`src/rtl/sram_arbiter.sv`:
```
// rtl/sram_arbiter.sv - multi-channel arbiter onto one synchronous SRAM port with an RD_LAT-deep response tag pipeline
// Optional round-robin arbitration via macro SRAM_ARB_RR_EN; fixed highest-index priority otherwise.
module sram_arbiter #(
  parameter int NCH    = 2,
  parameter int ADDR_W = 32,
  parameter int DATA_W = 32,
  parameter int RAM_AW = 14,
  parameter int RD_LAT = 1
) (
  input  logic                       clk,
  input  logic                       rst,
  input  logic [NCH-1:0]             req,
  input  logic [NCH-1:0]             wr,
  input  logic [NCH*DATA_W/8-1:0]    wstrb,
  input  logic [NCH*ADDR_W-1:0]      addr,
  input  logic [NCH*DATA_W-1:0]      wdata,
  output logic [NCH-1:0]             addr_ok,
  output logic [NCH-1:0]             data_ok,
  output logic [DATA_W-1:0]          rdata,
  output logic                       ram_en,
  output logic [DATA_W/8-1:0]        ram_wen,
  output logic [RAM_AW-1:0]          ram_addr,
  output logic [DATA_W-1:0]          ram_wdata,
  input  logic [DATA_W-1:0]          ram_rdata
);
  localparam int NB   = DATA_W / 8;
  localparam int CH_W = (NCH > 1) ? $clog2(NCH) : 1;

  logic            gnt_vld;
  logic [CH_W-1:0] gnt_id;
  logic [RD_LAT-1:0] vld_q, vld_d;
  logic [CH_W-1:0]   id_q [RD_LAT];
  logic [CH_W-1:0]   id_d [RD_LAT];
  logic              unused_addr_bits;

  assign unused_addr_bits = ^addr;

`ifdef SRAM_ARB_RR_EN
  logic [CH_W-1:0] ptr_q, ptr_d;

  // Descending k so the channel right after the pointer is assigned last and wins.
  always_comb begin
    gnt_vld = 1'b0;
    gnt_id  = '0;
    for (int k = NCH; k >= 1; k--) begin
      if (req[(int'(ptr_q) + k) % NCH]) begin
        gnt_vld = 1'b1;
        gnt_id  = CH_W'((int'(ptr_q) + k) % NCH);
      end
    end
    if (rst) gnt_vld = 1'b0;
  end

  always_comb begin
    ptr_d = ptr_q;
    if (gnt_vld) ptr_d = gnt_id;
  end

  always_ff @(posedge clk) begin
    if (rst) ptr_q <= CH_W'(NCH - 1);
    else     ptr_q <= ptr_d;
  end
`else
  always_comb begin
    gnt_vld = 1'b0;
    gnt_id  = '0;
    for (int i = 0; i < NCH; i++) begin
      if (req[i]) begin
        gnt_vld = 1'b1;
        gnt_id  = CH_W'(i);
      end
    end
    if (rst) gnt_vld = 1'b0;
  end
`endif

  always_comb begin
    addr_ok   = gnt_vld ? (NCH'(1) << gnt_id) : '0;
    ram_en    = gnt_vld;
    ram_addr  = addr[int'(gnt_id)*ADDR_W+2 +: RAM_AW];
    ram_wdata = wdata[int'(gnt_id)*DATA_W +: DATA_W];
    ram_wen   = (gnt_vld && wr[gnt_id]) ? wstrb[int'(gnt_id)*NB +: NB] : '0;
  end

  always_comb begin
    vld_d    = '0;
    vld_d[0] = gnt_vld;
    id_d[0]  = gnt_id;
    for (int i = 1; i < RD_LAT; i++) begin
      vld_d[i] = vld_q[i-1];
      id_d[i]  = id_q[i-1];
    end
  end

  always_ff @(posedge clk) begin
    if (rst) vld_q <= '0;
    else     vld_q <= vld_d;
    for (int i = 0; i < RD_LAT; i++) id_q[i] <= id_d[i];
  end

  // Responses are masked during reset because the valids only clear at the edge.
  always_comb begin
    data_ok = (vld_q[RD_LAT-1] && !rst) ? (NCH'(1) << id_q[RD_LAT-1]) : '0;
    rdata   = ram_rdata;
  end
endmodule

```
`config.mk`:
```
export PLATFORM = sky130hd
export DESIGN_NAME = sram_arbiter
export DESIGN_NICKNAME = d
export VERILOG_FILES = /design/src/rtl/sram_arbiter.sv
export SDC_FILE = /design/constraint.sdc
export NUM_CORES = 1
export LEC_CHECK = 0
export CAP_MARGIN = 5
export CORE_AREA = 4 4 98 100
export CTS_CLUSTER_DIAMETER = 60
export DETAILED_ROUTE_END_ITERATION = 12
export DIE_AREA = 0 0 102 104
export MAX_ROUTING_LAYER = met4
export PLACE_DENSITY = 0.65
export SETUP_SLACK_MARGIN = 0.15
export SLEW_MARGIN = 20
export SYNTH_ARGS = -nofsm -noshare
export SYNTH_HDL_FRONTEND = slang
export SYNTH_SLANG_ARGS = --single-unit
```
`constraint.sdc`:
```
create_clock -name clk -period 1.43 [get_ports clk]
set_clock_uncertainty 0.05 [all_clocks]
set_input_delay 0.3575 -clock clk [delete_from_list [all_inputs] [get_ports clk]]
set_output_delay 0.3575 -clock clk [all_outputs]
set_load 0.02 [all_outputs]
```
==> impl_metrics.json, run 1 <==
{
  "power_frac_comb": 0.774,
  "htree_levels": 1,
  "outcome": "complete, but fails checks",
  "hold_depth": 3,
  "die_h_um": 104,
  "swShare": 0.3290,
  "critPathMaxFanout": 5,
  "final_util": 0.3325,
  "ys_seq_area_frac": 0.03490,
  "fin_crit_ps": 1522,
  "initial_core_util": 0.1322,
  "clkSinkCount": 2,
  "die_w_um": 102,
  "power_per_cell_area_nw_per_um2": 426.6,
  "nets": 416,
  "net-switching-power_mw": 0.4049,
  "hold_start": "rst",
  "antenna_found_initial": 1,
  "grtUsageMet3": 0.02012,
  "worst-setup-path-type": "in -> out",
  "pwr-share-seq": 0.050,
  "power.total_mw": 1.231,
  "nFillCells": 916,
  "routabilityCongestion": 0.6857,
  "root_buffer": "clkbuf_8",
  "avgSynthCellArea_um2": 11.14,
  "finalCritPeriodShare": 1.065,
  "drc_errors": 0,
  "violations": "setup timing",
  "grt_setup_unrepaired": "yes",
  "row_count": 34,
  "multiInputGateArea_um2": 922.1,
  "p_int_mw": 0.8259,
  "viasPerCell": 3.725,
  "grt_pass1_vias": 1422,
  "drive_above_1_share": 0.5583,
  "finalSetupViolCount": 50,
  "yosysWarnings": 0,
  "wl_mm": 5.164,
  "slew_viol_final": 0,
  "fmax_ghz": 0.6569,
  "cp-start-kind": "primary input",
  "ys_ff_latch": 2,
  "track_usage": 0.08942,
  "power_leakage_nw": 1.476,
  "hold_viol": 0,
  "cts_made_buffers": 3,
  "hold_class": "in -> reg",
  "drt_iter0_drc": 15,
  "grt_pass1_wl_mm": 7.362,
  "max_slew_margin": 0.8438,
  "gr-usage-met2": 0.1755,
  "seqCellArea_um2": 40.04,
  "pre_cts_ws_ps": -915.3,
  "use_met1": 0.08474,
  "antenna_left": 0,
  "whs_endpoint": "vld_q",
  "ios": 261,
  "area_growth_pct": 151.5,
  "peakVddDrop_uv": 175.9,
  "syn_nets": 277,
  "numPortBuffers": 160,
  "vias": 1300,
  "cts_hold_buf": 0,
  "die_area_um2": 10610,
  "fin_setup_tns_ps": -2434,
  "holdWs_ps": 385.1,
  "drv_cap": 0,
  "post-cts-setup-buffers": 0,
  "top_usage_layer": "met2",
  "p_clk_frac": 0.176,
  "worst_pin_slew_ps": 229.8,
  "wire_per_inst_um": 14.80,
  "ys_types": 13,
  "dr.pass1.iters": 3,
  "netlist_area_um2": 1147,
  "cts_buffer_depth": 2,
  "cts_tree": "built",
  "core_um2": 8678,
  "hpwl_mm": 4.275,
  "worstPathArrival_ps": 1110,
  "grt-ovfl-total": 0,
  "syn_inst": 103,
  "cts.clk_slew.worst_paths_ps": 30,
  "endpoint_kind": "output port",
  "required_ps": 1020,
  "grt_max_degree": 13,
  "setup_ws_ps": -92.37
}
## sequential cells by signal (all words and copies together) (netlist names)
signal	cells
vld_q	1
id_q	1
## cells in the mapped netlist (all sizes together)
cell type | number | area, um^2
nand4bb | 1 | 11.26
nor3b | 2 | 15.01
buf | 38 | 307.8
dfxtp | 2 | 40.04
nor2 | 3 | 11.26
and3b | 1 | 8.760
a21oi | 4 | 20.02
nor2b | 1 | 6.260
mux2 | 46 | 675.6
nand3b | 1 | 11.26
mux2i | 4 | 40.04
## layout make-up
class                   instances  area share
diodes                          1   0.0008673
clock buffers                   3     0.01431
flip-flops and latches          2     0.01388
well taps                     108     0.04683
multi-input cells              63      0.3196
repair buffers                172      0.6045
## power by group through the flow
| stage | logic (mW) | registers, mW | clock network (mW) |
|---|---|---|---|
| final | 0.953 | 0.0617 | 0.216 |
| after detailed placement | 0.958 | 0.0624 | 0 |
| after global routing | 1.00 | 0.0622 | 0.229 |
| after floorplan | 0.551 | 0.0615 | 0 |
| after global placement | 0.949 | 0.0621 | 0 |
| after CTS | 0.969 | 0.0617 | 0.226 |
## cells by family (layout without fill, tap and decap cells)
logic type	after synthesis	after routing	share of synthesized area
other	0	1	0
buffers and inverters	38	175	0.2683
multiplexers	50	50	0.6238
AO/OA/AOI/OAI	4	4	0.01745
AND/OR/NAND/NOR	9	9	0.05562
flip-flops	2	2	0.03490
## what timing repair did
action / CTS / global route
gates cloned: 4 / 0
endpoints found under the setup margin: 55 / 55
pin swaps: 5 / 4
gates resized for setup: 459 / 0
## stage by stage
step	area (um^2)	std cells
floorplan	1245	103
global placement	2744	341
detailed placement	2744	341
CTS	2883	348
global route	2885	349
finish	2885	349
## critical path, stage by stage
cell	delay (ps)
buf_16	130
nand4bb_4	320
a21oi_4	180
buf_6	130
## cell usage in the layout (no fill, tap or decap), drive strengths merged
cell         count
mux2i            4
clkbuf           3
and3b            1
nor2b            1
nand4bb          1
nor3b            2
dfxtp            2
diode            1
dlygate4sd2    102
nor2             3
a21oi            4
mux2            46
buf             70
nand3b           1
## layer usage
layer / wire length, um / vias up / share of wire
li1: - / 612 / -
met1: 1730 / 593 / 0.34
met2: 2848 / 85 / 0.55
met4: 52 / 0 / 0.010
met3: 533 / 10 / 0.10
met5: 0 / - / 0
## worst max-delay path by stage
stage	start	to	slack, ps	cells after the start
2_1_floorplan	req[1]	ram_wen[0]	40	4
3_3_place_gp	rst	ram_wen[0]	-880	4
3_5_place_dp	rst	ram_wen[0]	-920	4
4_1_cts	req[1]	ram_wen[0]	-140	4
5_1_grt	req[1]	ram_wen[0]	-140	4
6_report	req[1]	ram_wen[0]	-90	4
(Power assumes the default switching activity.)
==> run 2, diff against run 1 <==
- SLEW_MARGIN: 20 -> not set
==> results of run 2 <==
The final DEF is identical to that of run 1; final timing and power are the same.
==> run 3, diff against run 2 <==
- PLACE_DENSITY: 0.65 -> not set
- SLEW_MARGIN: not set -> 25
==> run 3 against run 2 <==
Against the previous run: the run still ends with setup timing left; combinational power increased by 4.6%; fmax increased by 1.0%; cell area is 4.0% higher; non-clock buffer count grew 2.
==> impl_metrics.json, run 3 (synthesis results as in run 1) <==
{
  "dp_cells": 338,
  "holdWs_ps": 459.8,
  "dr.pass1.iters": 2,
  "cts_buffer_depth": 2,
  "fmax_ghz": 0.6635,
  "wire_per_inst_um": 16.08,
  "drc_errors": 0,
  "fin_area_um2": 3000,
  "pre_cts_ws_ps": -935.7,
  "drive_above_1_share": 0.5620,
  "initial_core_util": 0.1322,
  "root_buffer": "clkbuf_8",
  "power_per_cell_area_nw_per_um2": 427.7,
  "hpwl_mm": 4.223,
  "routabilityCongestion": 0.6534,
  "viasPerCell": 3.800,
  "clkSinkCount": 2,
  "wl_mm": 5.628,
  "required_ps": 1020,
  "grt_pass1_wl_mm": 7.521,
  "grt_setup_unrepaired": "yes",
  "cts.clk_slew.worst_paths_ps": 30,
  "cts_hold_buf": 0,
  "antenna_left": 0,
  "endpoint_kind": "output port",
  "violations": "setup timing",
  "mostFrequentLayoutCells": "101 x dlygate4sd2_1, 55 x buf_6, 46 x mux2_4",
  "hold_viol": 0,
  "num_antenna_cells": 0,
  "grt_pass1_vias": 1421,
  "die_area_um2": 10610,
  "use_met1": 0.09354,
  "drt_iter0_drc": 22,
  "antenna_found_initial": 0,
  "power_leakage_nw": 1.520,
  "dpl_cell_area_um2": 2716,
  "area_growth_pct": 161.5,
  "outcome": "complete, but fails checks",
  "max_slew_margin": 0.8451,
  "grt-ovfl-total": 0,
  "hold_class": "in -> reg",
  "mostFrequentLayoutCell": "dlygate4sd2_1",
  "die_h_um": 104,
  "ios": 261,
  "grtUsageMet3": 0.02683,
  "hold_start": "req[0]",
  "track_usage": 0.09135,
  "drv_cap": 0,
  "vias": 1330,
  "fin_crit_ps": 1507,
  "htree_levels": 1,
  "worst_pin_slew_ps": 227.8,
  "final_util": 0.3457,
  "final_cell_count_no_fill": 350,
  "gr-usage-met2": 0.1708,
  "whs_endpoint": "vld_q",
  "cts_tree": "built",
  "finalCritPeriodShare": 1.054,
  "cts_made_buffers": 3,
  "hold_depth": 4,
  "nets": 418,
  "cp-start-kind": "primary input",
  "critPathMaxFanout": 5,
  "peakVddDrop_uv": 364.6,
  "setup_ws_ps": -77.22,
  "core_um2": 8678,
  "worstPathArrival_ps": 1100,
  "largestRegisters": "id_q: 1 flops, vld_q: 1 flops",
  "worst-setup-path-type": "in -> out",
  "die_w_um": 102,
  "slew_viol_final": 0,
  "top_usage_layer": "met2",
  "row_count": 34,
  "finalSetupViolCount": 50,
  "numPortBuffers": 160,
  "grt_max_degree": 16,
  "nFillCells": 918
}
[run 3: what timing repair did]
action	4_1_cts	5_1_grt
endpoints found under the setup margin	55	55
resized for setup	448	9
buffers inserted	1	1
cloned	3	4
pin swaps	4	3
[run 3: layout make-up]
class | instances | area (um^2) | share of cell area
Timing Repair Buffer | 174 | 1829 | 0.6097
Multi-Input combinational cell | 63 | 954.7 | 0.3182
Tap cell | 108 | 135.1 | 0.04504
Clock buffer | 3 | 41.29 | 0.01376
Sequential cell | 2 | 40.04 | 0.01334
[run 3: how the worst max path moves through the flow]
stage | endpoint | cells after the start | start
after floorplan | ram_wen[0] | 4 | req[1]
after global placement | ram_wen[2] | 4 | rst
after detailed placement | ram_wen[1] | 4 | rst
after CTS | ram_wen[1] | 4 | req[1]
after global routing | ram_wen[0] | 4 | wr[1]
final | ram_wen[0] | 4 | req[1]
[run 3: through the flow]
step,TNS (ps),total power [mW]
after floorplan,0,0.6124
after global placement,-33650,1.008
after detailed placement,-33950,1.015
after CTS,-5042,1.255
after global routing,-3999,1.351
final,-3068,1.283
[run 3: report_power, final]
group / switching [mW] / internal, mW / total [mW]
Combinational: 0.382 / 0.616 / 0.997
Sequential: 0.00276 / 0.0597 / 0.0625
Clock: 0.0454 / 0.178 / 0.224
[run 3: critical path, stage by stage]
cell,delay (ps)
clkbuf_16,150
nand4bb_4,280
a21oi_4,180
buf_6,130
[run 3: layer usage]
| metal | share of wire | vias to the layer above |
|---|---|---|
| met2 | 0.53 | 83 |
| met5 | 0 | - |
| met1 | 0.35 | 621 |
| met4 | 0.0085 | 0 |
| met3 | 0.11 | 8 |
| li1 | - | 618 |
